### config.mk
export PLATFORM = sky130hd
export DESIGN_NAME = wide_add_seq
export DESIGN_NICKNAME = d
export VERILOG_FILES = /design/src/rtl/wide_add_seq.sv
export SDC_FILE = /design/constraint.sdc
export NUM_CORES = 1
export LEC_CHECK = 0
export ABC_AREA = 1
export CAP_MARGIN = 20
export CORE_MARGIN = 8
export CORE_UTILIZATION = 37
export DETAILED_ROUTE_END_ITERATION = 12
export SYNTH_ARGS = -nofsm -noshare
export SYNTH_HDL_FRONTEND = slang
export SYNTH_SLANG_ARGS = --single-unit
export TNS_END_PERCENT = 5
### constraint.sdc
create_clock -name clk -period 2.74 [get_ports clk]
set_input_delay 0.548 -clock clk [delete_from_list [all_inputs] [get_ports clk]]
set_output_delay 0.548 -clock clk [all_outputs]
set_load 0.1 [all_outputs]
### src/rtl/wide_add_seq.sv
// Multi-word adder sequencer: streams 32-bit slices LSB-first through an external
// registered ripple-carry adder (2-edge latency) and assembles the full-width sum.
module wide_add_seq #(
    parameter int WORDS = 4
) (
    input  logic                  clk,
    input  logic                  reset_n,
    input  logic                  start,
    input  logic [32*WORDS-1:0]   a_in,
    input  logic [32*WORDS-1:0]   b_in,
    input  logic                  ci_in,
    output logic                  busy,
    output logic                  done,
    output logic [32*WORDS-1:0]   sum,
    output logic                  co_out,
    output logic [31:0]           add_a,
    output logic [31:0]           add_b,
    output logic                  add_ci,
    input  logic [31:0]           add_s,
    input  logic                  add_co
);

    // state     | meaning
    // S_IDLE    | waiting for start, operands latched on accept
    // S_ISSUE   | slice 0 driven into the adder
    // S_WAIT    | adder moving slice from input to output register
    // S_COLLECT | adder output holds slice idx; next slice issued unless last

    localparam int W  = 32 * WORDS;
    localparam int IW = (WORDS > 1) ? $clog2(WORDS) : 1;
    localparam logic [IW-1:0] LAST = IW'(WORDS - 1);

    typedef enum logic [1:0] {
        S_IDLE,
        S_ISSUE,
        S_WAIT,
        S_COLLECT
    } state_t;

    state_t          state, state_nxt;
    logic [W-1:0]    a_l, b_l, shadow, shadow_merged;
    logic            ci_l;
    logic [IW-1:0]   idx, idx_p1;
    logic            accept, collect, last;

    assign busy = (state != S_IDLE);

    always_ff @(posedge clk or negedge reset_n) begin
        if (!reset_n) begin
            state <= S_IDLE;
        end else begin
            state <= state_nxt;
        end
    end

    always_comb begin
        state_nxt     = state;
        add_a         = '0;
        add_b         = '0;
        add_ci        = 1'b0;
        accept        = 1'b0;
        collect       = 1'b0;
        last          = (idx == LAST);
        idx_p1        = idx + 1'b1;
        shadow_merged = shadow;
        shadow_merged[32*idx +: 32] = add_s;
        case (state)
            S_IDLE: begin
                if (start) begin
                    accept    = 1'b1;
                    state_nxt = S_ISSUE;
                end
            end
            S_ISSUE: begin
                add_a     = a_l[31:0];
                add_b     = b_l[31:0];
                add_ci    = ci_l;
                state_nxt = S_WAIT;
            end
            S_WAIT: begin
                state_nxt = S_COLLECT;
            end
            S_COLLECT: begin
                collect = 1'b1;
                if (!last) begin
                    // carry chains straight from the adder's registered co
                    add_a     = a_l[32*idx_p1 +: 32];
                    add_b     = b_l[32*idx_p1 +: 32];
                    add_ci    = add_co;
                    state_nxt = S_WAIT;
                end else begin
                    state_nxt = S_IDLE;
                end
            end
            default: state_nxt = S_IDLE;
        endcase
    end

    always_ff @(posedge clk or negedge reset_n) begin
        if (!reset_n) begin
            a_l    <= '0;
            b_l    <= '0;
            ci_l   <= 1'b0;
            idx    <= '0;
            shadow <= '0;
            sum    <= '0;
            co_out <= 1'b0;
            done   <= 1'b0;
        end else begin
            done <= collect && last;
            if (accept) begin
                a_l  <= a_in;
                b_l  <= b_in;
                ci_l <= ci_in;
                idx  <= '0;
            end
            if (collect) begin
                shadow <= shadow_merged;
                if (last) begin
                    sum    <= shadow_merged;
                    co_out <= add_co;
                end else begin
                    idx <= idx_p1;
                end
            end
        end
    end

endmodule
==> flow_metrics.py <==
metrics = {
    "cts": {
        "clockBufferDepth": 3,
        "cts_tree": "done",
        "clock-root-buffer": "clkbuf_16",
        "cts.sink_count": 519,
        "path_clk_slew_ps": 60,
        "numCtsBuffers": 58,
        "htreeDepth": 2,
        "insertion_delay_ps": 610,
    },
    "worst_hold_path": {
        "hold_path_depth": 3,
        "hold_end": "b_l[10]",
        "holdCritStartpoint": "start",
        "hp-class": "primary input to register",
    },
    "sta": {
        "slew_headroom_pct": 26.6,
        "rsz0062_at_grt": "yes",
        "fmax_mhz": 333,
        "setup_ws_ps": -267,
        "period_needed_ps": 3010,
        "worst_slew_pin_slew_ps": 1100,
        "slew_viol_final": 0,
        "hold_violations": 0,
        "finClkSkew_ps": 7.74,
        "setup_violations": 65,
        "fin_crit_sh_pct": 110,
    },
    "route": {
        "drc": 0,
        "final_antenna_net_count": 0,
        "routed_wl_um": 95300,
        "viasPerCell": 5.01,
        "vias": 23365,
        "drtPass1Iterations": 6,
        "detail_route.wl_per_cell_um": 20.4,
        "drtIter0Drc": 1869,
    },
    "critical_path": {
        "critPathBufInv": 4,
        "path_common_cell": "buf_12",
        "reg2reg_depth": 9,
        "rr_endpoint": "sum[68]",
        "cp_cell_sequence": "inv_8 > ha_4 > buf_12 > clkbuf_16 > o21ai_1 > o21ai_2 > nand2_2 > nand2_8 > buf_12",
        "end_kind": "output port",
        "worstPathMaxFanout": 7,
        "worstSetupPathType": "register to output port",
        "cpPeakStageDelay_ps": 470,
        "worstPathRequired_ps": 2190,
        "worst_path_max_delay_cell": "dfrtp_4",
        "crit_family": "buffers and inverters",
        "start_kind": "register",
        "r2r_setup_slack_ps": 300,
        "crit_arrival_ps": 2460,
        "r2r_start": "idx[0]",
    },
    "placed_design": {
        "dp.cells": 4530,
        "numPortBuffers": 488,
        "gp_congestion": 0.832,
        "dp_hpwl_um": 62900,
        "place_ws_ps": 303,
    },
    "run": {
        "drv_cap": 0,
    },
    "floorplanning": {
        "die_w_um": 274,
        "initial_utilization_pct": 37.4,
        "io_pins": 489,
        "die_h_um": 274,
        "core_area_um2": 65900,
        "dieArea_um2": 75200,
        "rows": 94,
    },
    "synthesis": {
        "syn_area_um2": 24700,
        "synth.ff_latch_count": 519,
        "syn_area_per_cell_um2": 7.38,
        "synthesis.nets": 3641,
        "ys_seq_area_share_pct": 52.7,
        "yosys.cell_types.count": 20,
        "syn_inst": 3342,
        "ys_warn_count": 0,
    },
    "outcome": {
        "violations": "setup timing",
        "outcome": "complete, but fails checks",
    },
    "global_route": {
        "grt_pass1_wl_um": 141000,
        "grt_max_degree": 118,
        "antenna_found_initial": 27,
        "grt_overflow": 0,
        "grt_pass1_vias": 22865,
        "grtUsageTotal_pct": 24.1,
    },
    "cells_and_area": {
        "syn2layout_area_growth_pct": 38.0,
        "finalNonFillerCells": 4663,
        "final_nets": 4045,
        "drive_gt1_share_pct": 14.2,
    },
}
-- sequential cells by signal (all words and copies together) (netlist names) --
signal and flops:
co_out 1, ci_l 1, idx 2, state 2, b_l 128, shadow 128
done 1, a_l 128, sum 128
-- cells by family after synthesis --
logic type	Yosys count	share of synthesized area [%]
simple gates	2206	35.7
flops	519	52.7
buf+inv	358	5.95
compound gates	253	5.37
fa+ha+maj	6	0.304
-- worst max path at each step --
stage / startpoint / endpoint / slack, ps / cells after the start
after CTS: idx[0] / add_a[31] / -230 / 9
after detailed placement: idx[1] / add_a[17] / 300 / 10
after floorplan: idx[0] / add_a[1] / -110 / 12
after global placement: idx[0] / add_a[17] / 360 / 10
after global routing: idx[0] / add_b[22] / -350 / 9
final: idx[0] / add_b[19] / -270 / 9
-- per-stage QoR --
stage / instance area [um^2] / hold WS, ps / utilization, % / TNS (ps)
after floorplan: 25300 / 252 / - / -4320
after global placement: 31600 / 446 / 47.9 / 0
after detailed placement: 31600 / 450 / 47.9 / 0
after CTS: 33600 / 336 / 51.0 / -13560
after global routing: 34000 / 375 / 51.6 / -17920
final: 34000 / 363 / 51.7 / -12030
-- cells in the final DEF, fill, tap and decap left out, types with 2 or more instances in the layout --
master	count
a21oi_1	58
a31oi_1	21
buf_12	99
buf_16	8
buf_4	165
buf_6	3
clkbuf_1	13
clkbuf_16	67
clkbuf_8	14
clkdlybuf4s50_1	290
clkinv_2	14
dfrtp_1	518
diode_2	10
ha_1	4
inv_1	121
inv_2	4
inv_8	2
nand2_1	1544
nand2_2	31
nand2_4	36
nand2_8	20
nand3_1	262
nand4_1	33
nor2_1	222
nor2_2	12
nor2_4	5
o21ai_0	91
o21ai_1	50
o21ai_2	10
o22ai_1	22
or2_2	39
-- per-layer routing --
layer	up-vias	global-route usage, %	wire length, um
met3	160	7.41	8020
met1	11182	31.0	39200
li1	11261	-	-
met2	728	39.4	45400
met5	-	0	228
met4	34	6.31	2400
-- layout make-up --
type / count / area (um^2)
clock inverter: 16 / 108
fill: 6331 / 31800
inverter: 128 / 498
antenna: 10 / 25.0
timing repair buffer: 574 / 6570
sequential: 519 / 13000
multi-input combinational: 2465 / 11000
tap: 864 / 1080
clock buffer: 87 / 1750
-- synth_stat cells (all sizes together) --
cell type / count / share of area, %
o22ai: 22 / 0.56
o21ai: 151 / 3.1
nand4: 33 / 0.84
ha: 6 / 0.30
nand2: 1631 / 25
nor3: 1 / 0.041
a22o: 1 / 0.036
dfrtp: 519 / 53
inv: 128 / 1.9
nor2: 239 / 3.7
buf: 115 / 2.2
nand3: 262 / 5.3
a21oi: 58 / 1.2
a31oi: 21 / 0.53
or2: 40 / 1.0
clkbuf: 115 / 1.8
-- worst min-delay path, stage by stage --
cell	delay, ps
clkbuf_8	220
nand3_1	120
nand2_1	50
-- timing repair --
item	in CTS	in global routing
hold buffers	1	0
cloned	4	7
pin swaps	3	21
endpoints found under the hold margin	49	0
resized for setup	14	85
buffers inserted	4	4
endpoints found under the setup margin	65	65
Power is left out: the tool's default activity adds up to more than one toggle a clock period on the data nets, which glitch-free logic cannot reach.
